**src/rtl/traffic_pkg.sv**
```systemverilog
// Shared types and constants for the intersection phase sequencer:
// state codes, lamp patterns, default dwell times and duration helpers.
package traffic_pkg;

  typedef enum logic [2:0] {
    ALL_RED   = 3'd0,
    NS_GREEN  = 3'd1,
    NS_YELLOW = 3'd2,
    EW_GREEN  = 3'd3,
    EW_YELLOW = 3'd4,
    PED_WALK  = 3'd5,
    FLASH_ON  = 3'd6,
    FLASH_OFF = 3'd7
  } state_e;

  typedef enum logic {
    ROAD_NS = 1'b0,
    ROAD_EW = 1'b1
  } road_e;

  // {red, yellow, green}
  localparam logic [2:0] LAMP_RED = 3'b100;
  localparam logic [2:0] LAMP_YEL = 3'b010;
  localparam logic [2:0] LAMP_GRN = 3'b001;
  localparam logic [2:0] LAMP_OFF = 3'b000;

  localparam int DEF_GREEN_TIME     = 20;
  localparam int DEF_YELLOW_TIME    = 3;
  localparam int DEF_ALLRED_TIME    = 2;
  localparam int DEF_WALK_TIME      = 10;
  localparam int DEF_FLASH_ON_TIME  = 5;
  localparam int DEF_FLASH_OFF_TIME = 4;

  typedef struct packed {
    logic [5:0] green;
    logic [5:0] yellow;
    logic [5:0] allred;
    logic [5:0] walk;
    logic [5:0] flash_on;
    logic [5:0] flash_off;
  } durations_t;

  function automatic logic [5:0] phase_duration(
    input state_e     s,
    input durations_t d
  );
    phase_duration = d.allred;
    unique case (s)
      ALL_RED:   phase_duration = d.allred;
      NS_GREEN,
      EW_GREEN:  phase_duration = d.green;
      NS_YELLOW,
      EW_YELLOW: phase_duration = d.yellow;
      PED_WALK:  phase_duration = d.walk;
      FLASH_ON:  phase_duration = d.flash_on;
      FLASH_OFF: phase_duration = d.flash_off;
    endcase
  endfunction

  // The counter only reloads on a change of timer_value, so any two
  // equal durations would leave it stuck at zero across a transition.
  function automatic bit times_ok(
    input int g,
    input int y,
    input int a,
    input int w,
    input int fon,
    input int foff
  );
    int t [6];
    t = '{g, y, a, w, fon, foff};
    times_ok = 1'b1;
    for (int i = 0; i < 6; i++) begin
      if (t[i] < 1 || t[i] > 63) times_ok = 1'b0;
      for (int j = i + 1; j < 6; j++) begin
        if (t[i] == t[j]) times_ok = 1'b0;
      end
    end
  endfunction

endpackage

```
**src/rtl/traffic_light_ctrl.sv**
```systemverilog
// Two-road intersection phase sequencer with pedestrian and night flash.
// In: clk, rst_n (async, active-high), counter_value, ped_req, night_mode.
// Out: timer_value, ns_light, ew_light, ped_walk, phase (all registered).
module traffic_light_ctrl
  import traffic_pkg::*;
#(
  parameter int GREEN_TIME     = DEF_GREEN_TIME,
  parameter int YELLOW_TIME    = DEF_YELLOW_TIME,
  parameter int ALLRED_TIME    = DEF_ALLRED_TIME,
  parameter int WALK_TIME      = DEF_WALK_TIME,
  parameter int FLASH_ON_TIME  = DEF_FLASH_ON_TIME,
  parameter int FLASH_OFF_TIME = DEF_FLASH_OFF_TIME
) (
  input  logic       clk,
  input  logic       rst_n,
  input  logic [5:0] counter_value,
  input  logic       ped_req,
  input  logic       night_mode,
  output logic [5:0] timer_value,
  output logic [2:0] ns_light,
  output logic [2:0] ew_light,
  output logic       ped_walk,
  output logic [2:0] phase
);

  localparam bit TIMES_OK = times_ok(
    GREEN_TIME, YELLOW_TIME, ALLRED_TIME,
    WALK_TIME, FLASH_ON_TIME, FLASH_OFF_TIME
  );

  if (!TIMES_OK) begin : g_bad_times
    $error("traffic_light_ctrl: durations must be distinct, 1..63");
  end

  localparam durations_t DUR = '{
    green:     6'(GREEN_TIME),
    yellow:    6'(YELLOW_TIME),
    allred:    6'(ALLRED_TIME),
    walk:      6'(WALK_TIME),
    flash_on:  6'(FLASH_ON_TIME),
    flash_off: 6'(FLASH_OFF_TIME)
  };

  function automatic state_e green_of(input road_e r);
    return (r == ROAD_NS) ? NS_GREEN : EW_GREEN;
  endfunction

  state_e     state_q, state_d;
  road_e      next_road_q, next_road_d;
  logic       blank_q, blank_d;
  logic       ped_pending_q, ped_pending_d;
  logic [2:0] ns_q, ns_d;
  logic [2:0] ew_q, ew_d;
  logic       walk_q, walk_d;
  logic [5:0] timer_q, timer_d;
  logic       phase_end;

  // The counter still holds the old zero until its negedge reload,
  // so the first cycle of every phase ignores counter_value.
  assign phase_end = (counter_value == 6'd0) && !blank_q;

  always_comb begin
    state_d     = state_q;
    next_road_d = next_road_q;
    if (phase_end) begin
      unique case (state_q)
        NS_GREEN:  state_d = NS_YELLOW;
        EW_GREEN:  state_d = EW_YELLOW;
        NS_YELLOW,
        EW_YELLOW: begin
          state_d     = ALL_RED;
          next_road_d = road_e'(~next_road_q);
        end
        ALL_RED: begin
          if (night_mode)         state_d = FLASH_ON;
          else if (ped_pending_q) state_d = PED_WALK;
          else                    state_d = green_of(next_road_q);
        end
        PED_WALK:  state_d = green_of(next_road_q);
        FLASH_ON:  state_d = FLASH_OFF;
        FLASH_OFF: state_d = night_mode ? FLASH_ON : ALL_RED;
      endcase
    end

    blank_d = (state_d != state_q);

    // Entry into the walk phase consumes the request, even one
    // arriving in that same cycle.
    if (state_d == PED_WALK && state_q != PED_WALK) begin
      ped_pending_d = 1'b0;
    end else begin
      ped_pending_d = ped_pending_q | ped_req;
    end

    ns_d   = LAMP_RED;
    ew_d   = LAMP_RED;
    walk_d = 1'b0;
    unique case (state_d)
      NS_GREEN:  ns_d = LAMP_GRN;
      NS_YELLOW: ns_d = LAMP_YEL;
      EW_GREEN:  ew_d = LAMP_GRN;
      EW_YELLOW: ew_d = LAMP_YEL;
      PED_WALK:  walk_d = 1'b1;
      FLASH_ON: begin
        ns_d = LAMP_YEL;
        ew_d = LAMP_YEL;
      end
      FLASH_OFF: begin
        ns_d = LAMP_OFF;
        ew_d = LAMP_OFF;
      end
      ALL_RED: ;
    endcase

    timer_d = phase_duration(state_d, DUR);
  end

  always_ff @(posedge clk or posedge rst_n) begin
    if (rst_n) begin
      state_q       <= ALL_RED;
      next_road_q   <= ROAD_NS;
      blank_q       <= 1'b1;
      ped_pending_q <= 1'b0;
      ns_q          <= LAMP_RED;
      ew_q          <= LAMP_RED;
      walk_q        <= 1'b0;
      timer_q       <= DUR.allred;
    end else begin
      state_q       <= state_d;
      next_road_q   <= next_road_d;
      blank_q       <= blank_d;
      ped_pending_q <= ped_pending_d;
      ns_q          <= ns_d;
      ew_q          <= ew_d;
      walk_q        <= walk_d;
      timer_q       <= timer_d;
    end
  end

  assign timer_value = timer_q;
  assign ns_light    = ns_q;
  assign ew_light    = ew_q;
  assign ped_walk    = walk_q;
  assign phase       = state_q;

endmodule
```
**config.mk**
```make
export PLATFORM = sky130hd
export DESIGN_NAME = traffic_light_ctrl
export DESIGN_NICKNAME = d
export VERILOG_FILES = /design/src/rtl/traffic_pkg.sv /design/src/rtl/traffic_light_ctrl.sv
export SDC_FILE = /design/constraint.sdc
export NUM_CORES = 1
export LEC_CHECK = 0
export ABC_CLOCK_PERIOD_IN_PS = 2610
export BUFFER_PORTS_ARGS = -buffer_cell sky130_fd_sc_hd__clkbuf_2
export CAP_MARGIN = 15
export CORE_MARGIN = 2
export CORE_UTILIZATION = 35
export CTS_CLUSTER_SIZE = 12
export DETAILED_ROUTE_END_ITERATION = 7
export PLACE_DENSITY = 0.58
export SLEW_MARGIN = 5
export SYNTH_ARGS = -nofsm -noshare
export SYNTH_HDL_FRONTEND = slang
export SYNTH_SLANG_ARGS = --single-unit
```
**constraint.sdc**
```tcl
create_clock -name clk -period 2.61 [get_ports clk]
set_input_delay 0.1305 -clock clk [delete_from_list [all_inputs] [get_ports clk]]
set_output_delay 0.1305 -clock clk [all_outputs]
set_load 0.02 [all_outputs]
```
Word level (Yosys, flattened, before mapping)
Memories as Yosys holds them, arrays and structs flattened. A register that Yosys moved wholly into a read port is not among the register bits.
Cells that the tools add are included.
{"block": "word_totals", "reg_bits": 19, "rom_bits": 40, "in_bits": 10, "out_inout_bits": 16, "memories": 1}
{"name": "(no name shown)", "words": 8, "word_bits": 5, "rd": 1, "rd_clocked_by_memory_dff": 1, "write_ports": 0, "line": "traffic_pkg.sv:48", "rtl": "unique case (s)"}
{"block": "op_classes", "eq_ne": 16, "mux": 10, "n_bitwise": 2, "reduce_logical": 9}
{"operator": "$eq A3 B3 Y1 const B", "n": 8}
{"operator": "$pmux W3 S7", "n": 1}
{"operator": "$pmux W3 S3", "n": 2}
{"operator": "$eq A3 B2 Y1 const B", "n": 4}
{"operator": "$mux W3", "n": 4}
{"operator": "$eq A3 B1 Y1 const B", "n": 2}
{"operator": "$logic_not A6 Y1", "n": 1}
{"operator": "$reduce_or A2 Y1", "n": 3}
{"operator": "$logic_not A3 Y1", "n": 1}
{"operator": "$ne A3 B3 Y1", "n": 1}
{"operator": "$ne A3 B3 Y1 const B", "n": 1}
{"operator": "$logic_and A1 B1 Y1", "n": 2}
{"operator": "$mux W1", "n": 2}
{"operator": "$mux W2", "n": 1}
{"operator": "$reduce_and A2 Y1", "n": 1}
{"operator": "$logic_not A1 Y1", "n": 1}
{"operator": "$not A1 Y1", "n": 1}
{"operator": "$or A1 B1 Y1", "n": 1}

Depth between registers and ports, before layout
{"block": "logic_depth", "word_depth": 8, "ltp_mapped": 7}

Worst setup path after synthesis
Ideal clock, no wire load.
{"block": "synth_timing", "path_type": "reg2reg", "startpoint": "register blank_q", "endpoint": "register ns_q[2] (netlist: ns_light[2])", "t_arrival_ps": 1715, "required_ps": 2520, "setup_slack_ps": 805, "path_stages_with_launch": 6, "cell_sequence": "dfstp_2 or4_4 or4_4 nand4_4 nand2_4 xnor2_2"}
{"block": "synth_between", "elab_chain_cells": 6}
{"element": "start, declared", "line": "traffic_light_ctrl.sv:50", "rtl": "logic blank_q, blank_d;"}
{"element": "start signal, assigned", "line": "traffic_light_ctrl.sv:131", "rtl": "blank_q <= blank_d;"}
{"element": "$logic_not A1 Y1 *", "line": "traffic_light_ctrl.sv:60", "rtl": "assign phase_end = (counter_value == 6'd0) && !blank_q;"}
{"element": "$logic_and A1 B1 Y1 *", "line": "traffic_light_ctrl.sv:60"}
{"element": "$mux W3 *", "line": "traffic_light_ctrl.sv:65", "rtl": "if (phase_end) begin"}
{"element": "named net state_d[0]", "line": "traffic_light_ctrl.sv:48", "rtl": "state_e state_q, state_d;"}
{"element": "$eq A3 B3 Y1 / $eq A3 B2 Y1 (equally long branches)", "line": "traffic_light_ctrl.sv:98", "rtl": "unique case (state_d)"}
{"element": "$reduce_or A2 Y1 (no line)"}
{"element": "$pmux W3 S3 *", "line": "traffic_light_ctrl.sv:98"}
{"element": "named net ns_d[2]", "line": "traffic_light_ctrl.sv:52", "rtl": "logic [2:0] ns_q, ns_d;"}
{"element": "end signal, assigned", "line": "traffic_light_ctrl.sv:133", "rtl": "ns_q <= ns_d;"}
{"element": "end, declared", "line": "traffic_light_ctrl.sv:52"}
Mark *: on every way through the listed nets, which the timed path passes. The rest lies on a longest branch.
A chain may end at the register's enable or synchronous reset.

Worst setup path after layout
Same ends and word-level chain as after synthesis.

==> results.yml <==
worst_setup_path:
  r2r_cells: 5
  worst-path-max-fanout: 9
  path_buf_inv: 0
  critical_path_arrival_ps: 2100
  max_stage_delay_ps: 540
  cp_top_family: "simple AND/OR/NAND/NOR gates"
  critPathMostFrequentCell: "or4_4"
  setup.worst_path.class: "reg -> reg"
  end_kind: "flip-flop"
  cp_data_required_time_ps: 2810
  r2r_setup_slack_ps: 720
  path_cells: "or4_4 -> or4_4 -> nand4_4 -> nand2_4 -> xnor2_2"
  startpoint_type: "flip-flop"
  regToRegEndpoint: "ns_light[2]"
  cpMaxStageDelayCell: "or4_4"
  r2r_start: "blank_q"
status:
  status: "finished clean"
synth:
  syn_inst: 72
  yosysMostFrequentCell: "dfrtp_1"
  async_flop_share_pct: 100.0
  ys.flop_type: "dfrtp_1"
  synthesis.nets: 82
  yosys-top-cells-count: "dfrtp_1, nor2_1, inv_1"
  yosysSeqAreaShare_pct: 53.33
  ys.warnings.count: 0
  synth_top_family_by_area: "simple AND/OR/NAND/NOR gates"
  ys_ff_latch: 17
  yosys.area.top_type_share_pct: 40.31
  synth_cell_type_count: 34
  yosys.area_share.xor_xnor_pct: 4.186
  synthSimpleGateAreaFrac_pct: 20.16
  yosys.area.top_type: "dfrtp_1"
  synth_fa_ha_area_share_pct: 0
  synth_mux_area_share_pct: 0
  netlist_area_sq_um: 807.0
  synth_compound_area_share_pct: 13.95
  synth_area_leaders: "dfrtp_1, dfstp_2, nor2_1"
  avgSynthCellArea_sq_um: 11.21
  synth_edf_count: 0
finish:
  syn_to_final_growth_pct: 18.60
  drive_gt1_share_pct: 41.67
  final_nets: 107
  diodes: 0
place:
  dp_slack_ps: 713.1
  port_buffers: 24
  hpwl_um: 1116
  gp_congestion: 0.7768
cts:
  clockRootBuffer: "clkbuf_4"
  cts_tree: "built"
  cts_inserted_buffers: 3
  path_clk_slew_ps: 100
  cts.sinks: 17
  clk_latency_ps: 280
  cts.htree.levels: 1
  cts_max_path_buffers: 2
  cts_setup_buffers: 0
  cts_resized: 0
drt:
  initialDrtViolationCount: 3
  wl_per_cell_um: 12.06
  vias: 582
  drt_pass1_iterations: 4
  ant_nets: 0
  vias_per_cell: 4.694
  route.detailed.drc: 0
  finalWirelength_um: 1495
timing:
  relSlewSlack_pct: 57.84
  worst_pin_slew_ps: 631.7
  hold_viol: 0
  fmax_mhz: 527.8
  setup_tns_ps: 0
  finalClockSkew_ps: 5.283
  slew_viol_final: 0
  period_needed_ps: 1895
  setup_viol: 0
  rsz0062_at_grt: "false"
  period_share_pct: 72.60
  fin_ws_ps: 715.2
global_route:
  antenna_found_initial: 0
  grt_max_degree: 18
  grt_pass1_vias: 560
  grt_pass1_wl_um: 2504
  overflow: 0
  gr-usage-all-layers_pct: 13.39
power:
  pwr-share-clk_pct: 12.9
  combPwrFrac_pct: 45.4
  switching_share_pct: 42.64
  vdd_drop_max_mv: 0.5710
  power_leakage_nw: 0.4673
  p_switching_w: 0.0004497
  pwr-share-seq_pct: 41.7
  intPower_w: 0.0006051
  p_per_area_nw_per_um2: 1102
job:
  cap_violations: 0
floorplanning:
  chipWidth_um: 52.02
  die_area_sq_um: 2706
  start_util_pct: 36.84
  io_pins: 26
  die_y_um: 52.02
  coreArea_sq_um: 2191
  rows: 17
worst_hold_path:
  hold-path-endpoint: "ped_pending_q"
  hold_path_class: "in -> reg"
  hp-start: "ped_req"
  min_path_cells: 3
layout by cell type (no fill, tap or decap), types with 2 or more instances in the layout:
cell / netlist / layout
or4_4: 2 / 2
clkbuf_4: 0 / 3
inv_1: 5 / 5
nor2b_1: 2 / 2
clkbuf_2: 0 / 24
a21oi_1: 4 / 4
a21o_1: 2 / 2
nor2_1: 8 / 8
dfrtp_1: 13 / 13
nor3_1: 3 / 3
dfstp_2: 4 / 4
nand2_1: 3 / 3
power groups by stage:
stage	Clock (W)	Sequential (W)	Combinational (W)
2_1_floorplan	0	0.000515	0.000301
3_3_place_gp	0	0.000444	0.000483
3_5_place_dp	0	0.000445	0.000485
4_1_cts	0.000144	0.000440	0.000488
5_1_grt	0.000156	0.000452	0.000526
6_report	0.000137	0.000439	0.000479
worst reg2reg max path, delay by kind of cell, from the launching register on:
family                    cells  cell delay (ps)
and+or+nand+nor               4             1290
DFF                           1              380
xor gates and xnor gates      1              140
metrics by stage:
stage | power (W) | instances | instance area, sq um | hold WS, ps | utilization, %
after floorplan | 0.0008157 | 72 | 807.0 | 53.65 | -
after global placement | 0.0009270 | 119 | 920.9 | 212.7 | 42.03
after detailed placement | 0.0009301 | 119 | 920.9 | 227.0 | 42.03
after CTS | 0.001073 | 124 | 957.2 | 76.09 | 43.69
after global routing | 0.001133 | 124 | 957.2 | 104.3 | 43.69
final | 0.001055 | 124 | 957.2 | 80.91 | 43.69
final cells by class:
type	instances	area, sq um
fillers	213	1234
flip-flops and latches	17	430.4
clock buffers	4	26.28
inverters	6	22.52
well taps	28	35.03
multi-input cells	44	312.8
repair buffers	25	130.1
worst max-delay path by stage:
| stage | cells past startpoint | startpoint | slack, ps | end |
|---|---|---|---|---|
| after floorplan | 5 | blank_q | 810 | ns_light[2] |
| after global placement | 5 | blank_q | 740 | ns_light[2] |
| after detailed placement | 5 | blank_q | 710 | timer_value[3] |
| after CTS | 5 | blank_q | 700 | timer_value[3] |
| after global routing | 5 | blank_q | 390 | timer_value[3] |
| final | 5 | blank_q | 720 | ns_light[2] |
routing by layer:
metal | track usage [%] | share of wire, %
met3 | 3.736 | 6.2
met4 | 6.579 | 1.7
met5 | 0 | 0
met1 | 15.81 | 46
met2 | 22.15 | 46
registers in the layout (all words and copies together), names as in the netlist:
register	cells
timer_value	5
phase	3
next_road_q	1
ped_pending_q	1
ew_light	3
blank_q	1
ns_light	3
what timing repair did:
action | CTS | global route
endpoints found under the hold margin | 13 | 0
hold buffers | 1 | 0
setup endpoints to repair | 0 | 0
kinds of logic after synthesis:
family,Yosys count
buffers and inverters,11
other,1
AOI/OAI and AO/OA,14
DFF,17
and+or+nand+nor,26
xor gates and xnor gates,3
(Power assumes the default switching activity.)
